<file path="src/rtl/alu_arb_pkg.sv">
// Shared definitions for the two-requester ALU arbiter: select codes, FSM states,
// default width and the round-robin winner pick. Error flag support is enabled by ALU_ARB_ERR_EN.
package alu_arb_pkg;

  localparam int DEFAULT_WIDTH = 8;

  localparam logic [2:0] SEL_SUB  = 3'd0;
  localparam logic [2:0] SEL_ADD  = 3'd1;
  localparam logic [2:0] SEL_MUL  = 3'd2;
  localparam logic [2:0] SEL_DIV  = 3'd3;
  localparam logic [2:0] SEL_LAND = 3'd4;
  localparam logic [2:0] SEL_AND  = 3'd5;
  localparam logic [2:0] SEL_RAND = 3'd6;
  localparam logic [2:0] SEL_CAT  = 3'd7;

  typedef enum logic [1:0] {
    IDLE = 2'd0,
    EXEC = 2'd1,
    RESP = 2'd2
  } state_e;

  // One-hot grant: a lone requester always wins, the pointer breaks ties.
  function automatic logic [1:0] pick_winner(input logic v0, input logic v1, input logic ptr);
    logic [1:0] g;
    g[0] = v0 & (~v1 | ~ptr);
    g[1] = v1 & (~v0 | ptr);
    return g;
  endfunction

endpackage

</file>
<file path="src/rtl/alu_arb_core.sv">
// Pure combinational shared unit: half-width operands a/b, full-width select s,
// full-width result y and an error flag (divide by zero or unknown select).
module alu_arb_core
  import alu_arb_pkg::*;
#(
  parameter int WIDTH = DEFAULT_WIDTH
) (
  input  logic [WIDTH/2-1:0] a,
  input  logic [WIDTH/2-1:0] b,
  input  logic [WIDTH-1:0]   s,
  output logic [WIDTH-1:0]   y,
  output logic               err
);

  localparam int HW = WIDTH / 2;

  logic [WIDTH-1:0] a_ext;
  logic [WIDTH-1:0] b_ext;
  logic             s_oor;
  logic             div_zero;
  logic [2:0]       sel;

  assign a_ext    = {{HW{1'b0}}, a};
  assign b_ext    = {{HW{1'b0}}, b};
  // Codes above 7 fall back to subtract.
  assign s_oor    = |s[WIDTH-1:3];
  assign sel      = s_oor ? SEL_SUB : s[2:0];
  assign div_zero = (b == '0);

  always_comb begin
    y = '0;
    case (sel)
      SEL_SUB:  y = a_ext - b_ext;
      SEL_ADD:  y = a_ext + b_ext;
      SEL_MUL:  y = a_ext * b_ext;
      SEL_DIV:  y = div_zero ? '1 : a_ext / b_ext;
      SEL_LAND: y = {{(WIDTH-1){1'b0}}, ((|a) && (|b))};
      SEL_AND:  y = a_ext & b_ext;
      SEL_RAND: y = {{(WIDTH-1){1'b0}}, (&a)};
      SEL_CAT:  y = {a, b};
    endcase
  end

  assign err = ((sel == SEL_DIV) && div_zero) || s_oor;

endmodule

</file>
<file path="src/rtl/alu_req_arbiter.sv">
// Round-robin arbiter sharing one alu_arb_core between two valid/ready requesters;
// IDLE grants, EXEC computes, RESP holds the tagged result. Optional rsp_err port: ALU_ARB_ERR_EN.
module alu_req_arbiter
  import alu_arb_pkg::*;
#(
  parameter int WIDTH = DEFAULT_WIDTH
) (
  input  logic               clk,
  input  logic               rst,
  input  logic               req0_valid,
  output logic               req0_ready,
  input  logic [WIDTH/2-1:0] req0_a,
  input  logic [WIDTH/2-1:0] req0_b,
  input  logic [WIDTH-1:0]   req0_s,
  input  logic               req1_valid,
  output logic               req1_ready,
  input  logic [WIDTH/2-1:0] req1_a,
  input  logic [WIDTH/2-1:0] req1_b,
  input  logic [WIDTH-1:0]   req1_s,
  output logic               rsp_valid,
  input  logic               rsp_ready,
  output logic [WIDTH-1:0]   rsp_y,
`ifdef ALU_ARB_ERR_EN
  output logic               rsp_id,
  output logic               rsp_err
`else
  output logic               rsp_id
`endif
);

  state_e             state_q;
  logic               ptr_q;
  logic [WIDTH/2-1:0] a_q, a_d;
  logic [WIDTH/2-1:0] b_q, b_d;
  logic [WIDTH-1:0]   s_q, s_d;
  logic               id_q, id_d;
  logic               rsp_valid_q;
  logic [WIDTH-1:0]   y_q, y_d;
  logic [1:0]         grant;
  logic [WIDTH-1:0]   core_y;
`ifdef ALU_ARB_ERR_EN
  logic               core_err;
  logic               err_q;
`else
  logic               core_err_unused;
`endif

  // Grants exist only in IDLE; reset masks them so no handshake is seen on a reset edge.
  always_comb begin
    grant = 2'b00;
    if ((state_q == IDLE) && !rst) begin
      grant = pick_winner(req0_valid, req1_valid, ptr_q);
    end
  end

  assign req0_ready = grant[0];
  assign req1_ready = grant[1];

  assign a_d  = grant[1] ? req1_a : req0_a;
  assign b_d  = grant[1] ? req1_b : req0_b;
  assign s_d  = grant[1] ? req1_s : req0_s;
  assign id_d = grant[1];
  assign y_d  = core_y;

  alu_arb_core #(
    .WIDTH(WIDTH)
  ) u_core (
    .a  (a_q),
    .b  (b_q),
    .s  (s_q),
    .y  (core_y),
`ifdef ALU_ARB_ERR_EN
    .err(core_err)
`else
    .err(core_err_unused)
`endif
  );

  always_ff @(posedge clk) begin
    if (rst) begin
      state_q     <= IDLE;
      ptr_q       <= 1'b0;
      a_q         <= '0;
      b_q         <= '0;
      s_q         <= '0;
      id_q        <= 1'b0;
      rsp_valid_q <= 1'b0;
      y_q         <= '0;
`ifdef ALU_ARB_ERR_EN
      err_q       <= 1'b0;
`endif
    end else begin
      case (state_q)
        IDLE: begin
          if (|grant) begin
            a_q     <= a_d;
            b_q     <= b_d;
            s_q     <= s_d;
            id_q    <= id_d;
            // Pointer moves to the requester that did not win.
            ptr_q   <= ~id_d;
            state_q <= EXEC;
          end
        end
        EXEC: begin
          y_q         <= y_d;
`ifdef ALU_ARB_ERR_EN
          err_q       <= core_err;
`endif
          rsp_valid_q <= 1'b1;
          state_q     <= RESP;
        end
        RESP: begin
          if (rsp_ready) begin
            rsp_valid_q <= 1'b0;
            state_q     <= IDLE;
          end
        end
        default: begin
          rsp_valid_q <= 1'b0;
          state_q     <= IDLE;
        end
      endcase
    end
  end

  assign rsp_valid = rsp_valid_q;
  assign rsp_y     = y_q;
  assign rsp_id    = id_q;
`ifdef ALU_ARB_ERR_EN
  assign rsp_err   = err_q;
`endif

endmodule

</file>
<file path="config.mk">
export PLATFORM = sky130hd
export DESIGN_NAME = alu_req_arbiter
export DESIGN_NICKNAME = d
export VERILOG_FILES = /design/src/rtl/alu_arb_pkg.sv /design/src/rtl/alu_arb_core.sv /design/src/rtl/alu_req_arbiter.sv
export SDC_FILE = /design/constraint.sdc
export NUM_CORES = 1
export LEC_CHECK = 0
export ABC_CLOCK_PERIOD_IN_PS = 11600
export BUFFER_PORTS_ARGS = -buffer_cell sky130_fd_sc_hd__buf_2
export CAP_MARGIN = 10
export CORE_MARGIN = 5
export CORE_UTILIZATION = 40
export DETAILED_ROUTE_END_ITERATION = 6
export PLACE_DENSITY = 0.67
export SLEW_MARGIN = 15
export SYNTH_ARGS = -nofsm -noshare
export SYNTH_HDL_FRONTEND = slang
export SYNTH_SLANG_ARGS = --single-unit
</file>
<file path="constraint.sdc">
create_clock -name clk -period 11.6 [get_ports clk]
set_input_delay 0.58 -clock clk [delete_from_list [all_inputs] [get_ports clk]]
set_output_delay 0.58 -clock clk [all_outputs]
set_load 0.1 [all_outputs]
</file>
# ---- Yosys cells after proc, flatten, opt, wreduce, memory -nomap -nowiden
# Cells that the tools add are included.
# Widths: inputs -> output; s select.
dict set report op_classes {
  n_bitwise 10
  n_div 1
  n_reduce_logical 14
  add_sub_neg 2
  n_eq_ne 11
  mux 12
  multipliers 1
}
# cell n
set ops {}
lappend ops {{$pmux 8 s8} 1}
lappend ops {{$mux 8} 2}
lappend ops {{$eq 3x3->1 const B} 4}
lappend ops {{$div 4x4->8} 1}
lappend ops {{$mul 4x4->8} 1}
lappend ops {{$mux 4} 2}
lappend ops {{$reduce_or 4->1} 2}
lappend ops {{$eq 3x2->1 const B} 2}
lappend ops {{$mux 2} 3}
lappend ops {{$pmux 2 s3} 1}
lappend ops {{$reduce_and 2->1} 3}
lappend ops {{$add 4x4->5} 1}
lappend ops {{$not 1->1} 5}
lappend ops {{$reduce_or 5->1} 1}
lappend ops {{$sub 4x4->5} 1}
lappend ops {{$and 4x4->4} 1}
lappend ops {{$logic_not 4->1} 1}
lappend ops {{$reduce_and 4->1} 1}
lappend ops {{$eq 3x1->1 const B} 1}
lappend ops {{$logic_not 3->1} 1}
lappend ops {{$mux 3} 1}
lappend ops {{$pmux 1 s3} 1}
lappend ops {{$and 1x1->1} 2}
lappend ops {{$eq 2x1->1 const B} 1}
lappend ops {{9 further kinds} 11}
dict set report totals {
  regBits 29
  elab_cells 59
  output_inout_bits 12
  input_bits 37
}

# ---- Logic depth before layout (Yosys ltp)
dict set report depth {
  ltp_word 7
  depth_mapped 50
  depth_no_buf 48
}

# ---- Hierarchy
# From an unflattened synthesis, not the netlist that was laid out.
dict set report hier_totals {
  hier_cells 430
  hier_area_um2 3482.1
}
# mod n_inst area_per_inst_um2 seq_area_each_um2 cells_per_inst
set modules_own_cells {}
lappend modules_own_cells {alu_arb_core 1 2177.1 0.0 286}
lappend modules_own_cells {alu_req_arbiter 1 1305.0 580.6 144}

# ---- Worst setup path before layout
# Ideal clock, no wire load.
dict set report synth_path {
  kind {register -> register}
  start {register b_q[0]}
  end {register y_q[0] (netlist: rsp_y[0])}
  synth_period_minus_slack_ns 8.775
  path_buffers 2
  required_ns 11.449
  setup_ns 0.151
  stages_incl_launch_ff 41
  t_arrival_ns 8.625
  path_slack_ns 2.825
  path_cell_list {dfxtp_1 -> inv_1 -> ha_1 -> o211ai_1 -> a21oi_1 -> nor2b_1 -> ha_1 -> o21a_1 -> o211ai_1 -> nand2_1 -> mux2_2 -> ha_1 -> a221oi_1 -> and2_2 -> clkbuf_1 -> mux2i_1 -> inv_1 -> ha_1 -> [5 not listed] -> mux2i_1 -> ha_1 -> o21a_1 -> o21a_1 -> o21ai_0 -> nand2b_1 -> nor4_1 -> o2111ai_4 -> nor2_1 -> a21oi_1 -> ha_1 -> o21ai_0 -> a21boi_0 -> o21ai_0 -> o311ai_0 -> nor3b_1 -> and4b_1 -> a311oi_1}
}
dict set report synth_between {
  elab_chain_cells 3
  word_cells_on_any_way 10
  cone_classes {add/sub (2); mul (1); div (1); mux (2); bitwise (1); reduce/logical (3)}
}
# item line_no
set synth_rtl {}
lappend synth_rtl {{start: declaration} alu_req_arbiter.sv:34} ;# logic [WIDTH/2-1:0] b_q, b_d;
lappend synth_rtl {{start signal: assignment} alu_req_arbiter.sv:84} ;# b_q <= '0;
lappend synth_rtl {{start signal: assignment} alu_req_arbiter.sv:97} ;# b_q <= b_d;
lappend synth_rtl {{$div 4x4->8, or another cell as far along} alu_arb_core.sv:36} ;# SEL_DIV: y = div_zero ? '1 : a_ext / b_ext;
lappend synth_rtl {{$mux 8 / $logic_and 1x1->1 (equally long branches)} {alu_arb_core.sv:36, alu_arb_core.sv:37}}
lappend synth_rtl {{$pmux 8 s8 *} alu_arb_core.sv:32} ;# case (sel)
lappend synth_rtl {{end signal: assignment} alu_req_arbiter.sv:106} ;# y_q <= y_d;
lappend synth_rtl {{end: declaration} alu_req_arbiter.sv:38} ;# logic [WIDTH-1:0] y_q, y_d;
# Every way passes the cells marked *; elsewhere a longest branch is shown, timed or not.
# A chain may end at the register's enable or synchronous reset.

# ---- Worst setup path after layout
# Ends and elaborated chain as after synthesis.

==> key figures <==
Run status
  • Status: completed

Synth
  • Top_reg_cell synth: dfxtp_1
  • Area share of fa/ha/maj cells after synthesis: 0.221
  • Yosys warnings: 0
  • Mean post-synth cell area: 7.91 sq um
  • Yosys top cell area share: 0.186
  • Post-synth EDFFs: 0
  • #FFs+latches synth: 29
  • Largest family of logic cells by synthesized area: compound AO/OA/AOI/OAI gates
  • Ys async rst share: 0
  • Yosys top cell by area: ha_1
  • Synth area leaders: ha_1, dfxtp_1, a21oi_1
  • Post-synthesis mux area share: 0.0505
  • Synth Instances: 426
  • Synth cell count leaders: ha_1, a21oi_1, nand2_1
  • XOR/XNOR share of the synthesized area: 0.0338
  • Compound-cell area share of the yosys netlist: 0.264
  • Cell Area, Synth: 3370 sq um
  • Unique masters post-synth: 60
  • Sequential-to-total area share from yosys stat: 0.172
  • Top-count cell post-synth: ha_1
  • Simple-gate portion of the synthesized area: 0.201

STA
  • Slew Limit Fails: 0
  • Final Hold Vio Count: 0
  • Worst setup margin: 1.66 ns
  • # setup viols final: 0
  • Fmax: 0.101 GHz
  • RSZ-0062 raised after global routing: no
  • Slew margin rel.: 0.464
  • Worst-Margin Slew: 0.803 ns
  • Fin Setup TNS: 0 ns
  • Worst Clk Skew: 0.00819 ns
  • Fin crit share: 0.856
  • Min Clock Period, post-route: 9.94 ns

Finish
  • # fillers: 832
  • # diodes: 0
  • Share of cells above drive strength 1: 0.160
  • Layout area overhead: 12.6%
  • Final core area utilization: 0.462
  • Finished Layout Cells: 575
  • Nets: 562

Critical path
  • Critical path's most frequent cell: ha_1
  • CP max FO: 12
  • WS Path Type: reg2reg
  • CP top delay family: simple AND/OR/NAND/NOR gates
  • Worst-path cell with the longest stage delay: a221oi_1
  • Worst path buffer plus inverter count: 2
  • Worst path max stage delay: 0.72 ns
  • CP Capture Type: flop
  • Worst Path Arrival: 10.07 ns
  • Startpoint Class: flop
  • WP data required: 11.73 ns

Routing
  • Iteration-0 DRC Markers: 193
  • Via count: 3304
  • Wire per inst: 15.5 microns
  • Pre-Repair DR Iteration Count: 5
  • DRC: 0
  • Final wirelength: 8890 microns
  • Vias/cell: 5.75
  • DRT antenna net count: 0

Clocking
  • Clock-pin slew on the worst setup and hold paths: 0.07 ns
  • Post-CTS sizing: 0
  • Clock sinks: 29
  • Clk Latency, worst-skew pair: 0.28 ns
  • CTS tree: yes
  • Total CTS buffers: 5
  • Clock Path Buffers: 2
  • CTS root buf: clkbuf_8
  • CTS Hold Bufs: 0
  • Setup Fix Bufs, Post-CTS: 0
  • CTS H-Tree Depth: 2

Floorplanning
  • Initial Util: 0.410
  • FP Rows: 33
  • Total core area: 8220 sq um
  • Chip width: 102 microns
  • Full die area: 10400 sq um
  • Die height: 102 microns
  • Total I/O pin count: 49

Power
  • Cell leakage power: 0.00163 uW
  • Cell Pwr Density: 352 nW/um^2
  • Peak VDD IR: 0.000168 V

Placed design
  • Placer Congestion: 0.897
  • Cells after DPL: 567
  • I/O Buffers: 48
  • Post-DP HPWL: 7050 microns
  • Pre-CTS setup slack: 1.73 ns

Global routing
  • Grt ovf: 0
  • Total GRT Usage: 0.179
  • Initial antenna violation count: 0
  • Largest net degree at the start of global routing: 24
  • First-pass GRT wire length: 15100 microns
  • Number of global-route vias before repair: 3289

Run
  • Max Cap Viol: 0

Min path
  • Worst min-delay path class: reg2reg
## layer usage
metal,vias up,routed length (microns),global-route usage,part of all wire
met5,-,0,0,0
met4,0,169,0.0470,0.019
met3,15,430,0.0282,0.048
met2,115,4170,0.297,0.47
met1,1511,4110,0.241,0.46
li1,1663,-,-,-
## final timing paths
path	startpoint	to	slack [ns]	depth (start not counted)
setup / recovery	b_q[0]$_SDFFE_PP0P_	rsp_y[0]$_SDFFE_PP0P_	1.66	38
setup reg to reg	b_q[0]$_SDFFE_PP0P_	rsp_y[0]$_SDFFE_PP0P_	1.66	38
hold reg to reg	s_q[6]$_SDFFE_PP0P_	s_q[6]$_SDFFE_PP0P_	0.46	2
hold / removal	s_q[6]$_SDFFE_PP0P_	s_q[6]$_SDFFE_PP0P_	0.46	2
## state kept, by name, indices dropped and copies added (netlist names)
signal	flops
rsp_id	1
rsp_y	8
b_q	4
ptr_q	1
state_q	2
rsp_valid	1
s_q	8
a_q	4
## cell type report
type | count | area (sq um) | area share
Multi-Input combinational cell | 356 | 2610 | 0.689
Sequential cell | 29 | 581 | 0.153
Timing Repair Buffer | 48 | 240 | 0.0633
Tap cell | 105 | 131 | 0.0346
Inverter | 29 | 109 | 0.0287
Clock buffer | 6 | 82.6 | 0.0218
Clock inverter | 2 | 37.5 | 0.00989
## worst min-delay path: cells and delay by family (launching register included)
family	cells	cell delay, ns
compound gates	1	0.05
flops	1	0.31
simple gates	1	0.05
## power breakdown
group / switching (uW) / internal, uW
logic: 638 / 460
registers: 18.5 / 112
clock network: 39.0 / 69.7
## per-stage QoR
step                instance area, sq um  total power (uW)  hold WS (ns)
floorplan                           3380              1060         0.431
global placement                    3670              1180         0.442
detailed placement                  3670              1210         0.448
CTS                                 3790              1330         0.457
global route                        3790              1490         0.480
finish                              3790              1340         0.455
## layout by cell type (no fill, tap or decap), drive strengths merged, types with 4 or more instances in the layout
master,instances
a211oi,7
a21o,5
a21oi,40
a22oi,13
a31oi,7
buf,48
clkbuf,6
conb,4
dfxtp,29
fa,6
ha,50
inv,29
mux2,5
mux2i,11
nand2,37
nand2b,6
nand3,4
nand4,5
nor2,32
nor2b,5
nor3,15
nor4,7
o211ai,5
o21a,11
o21ai,27
or2,4
xnor2,7
xor2,6
## cell families (layout without fill, tap and decap cells)
group	count (synthesis)	in the layout
adders and majority gates	56	56
xor gates and xnor gates	13	13
other	1	4
and+or+nand+nor	131	131
buffers and inverters	44	85
AOI/OAI and AO/OA	136	136
muxes	16	16
DFF	29	29
(Power assumes the default switching activity.)
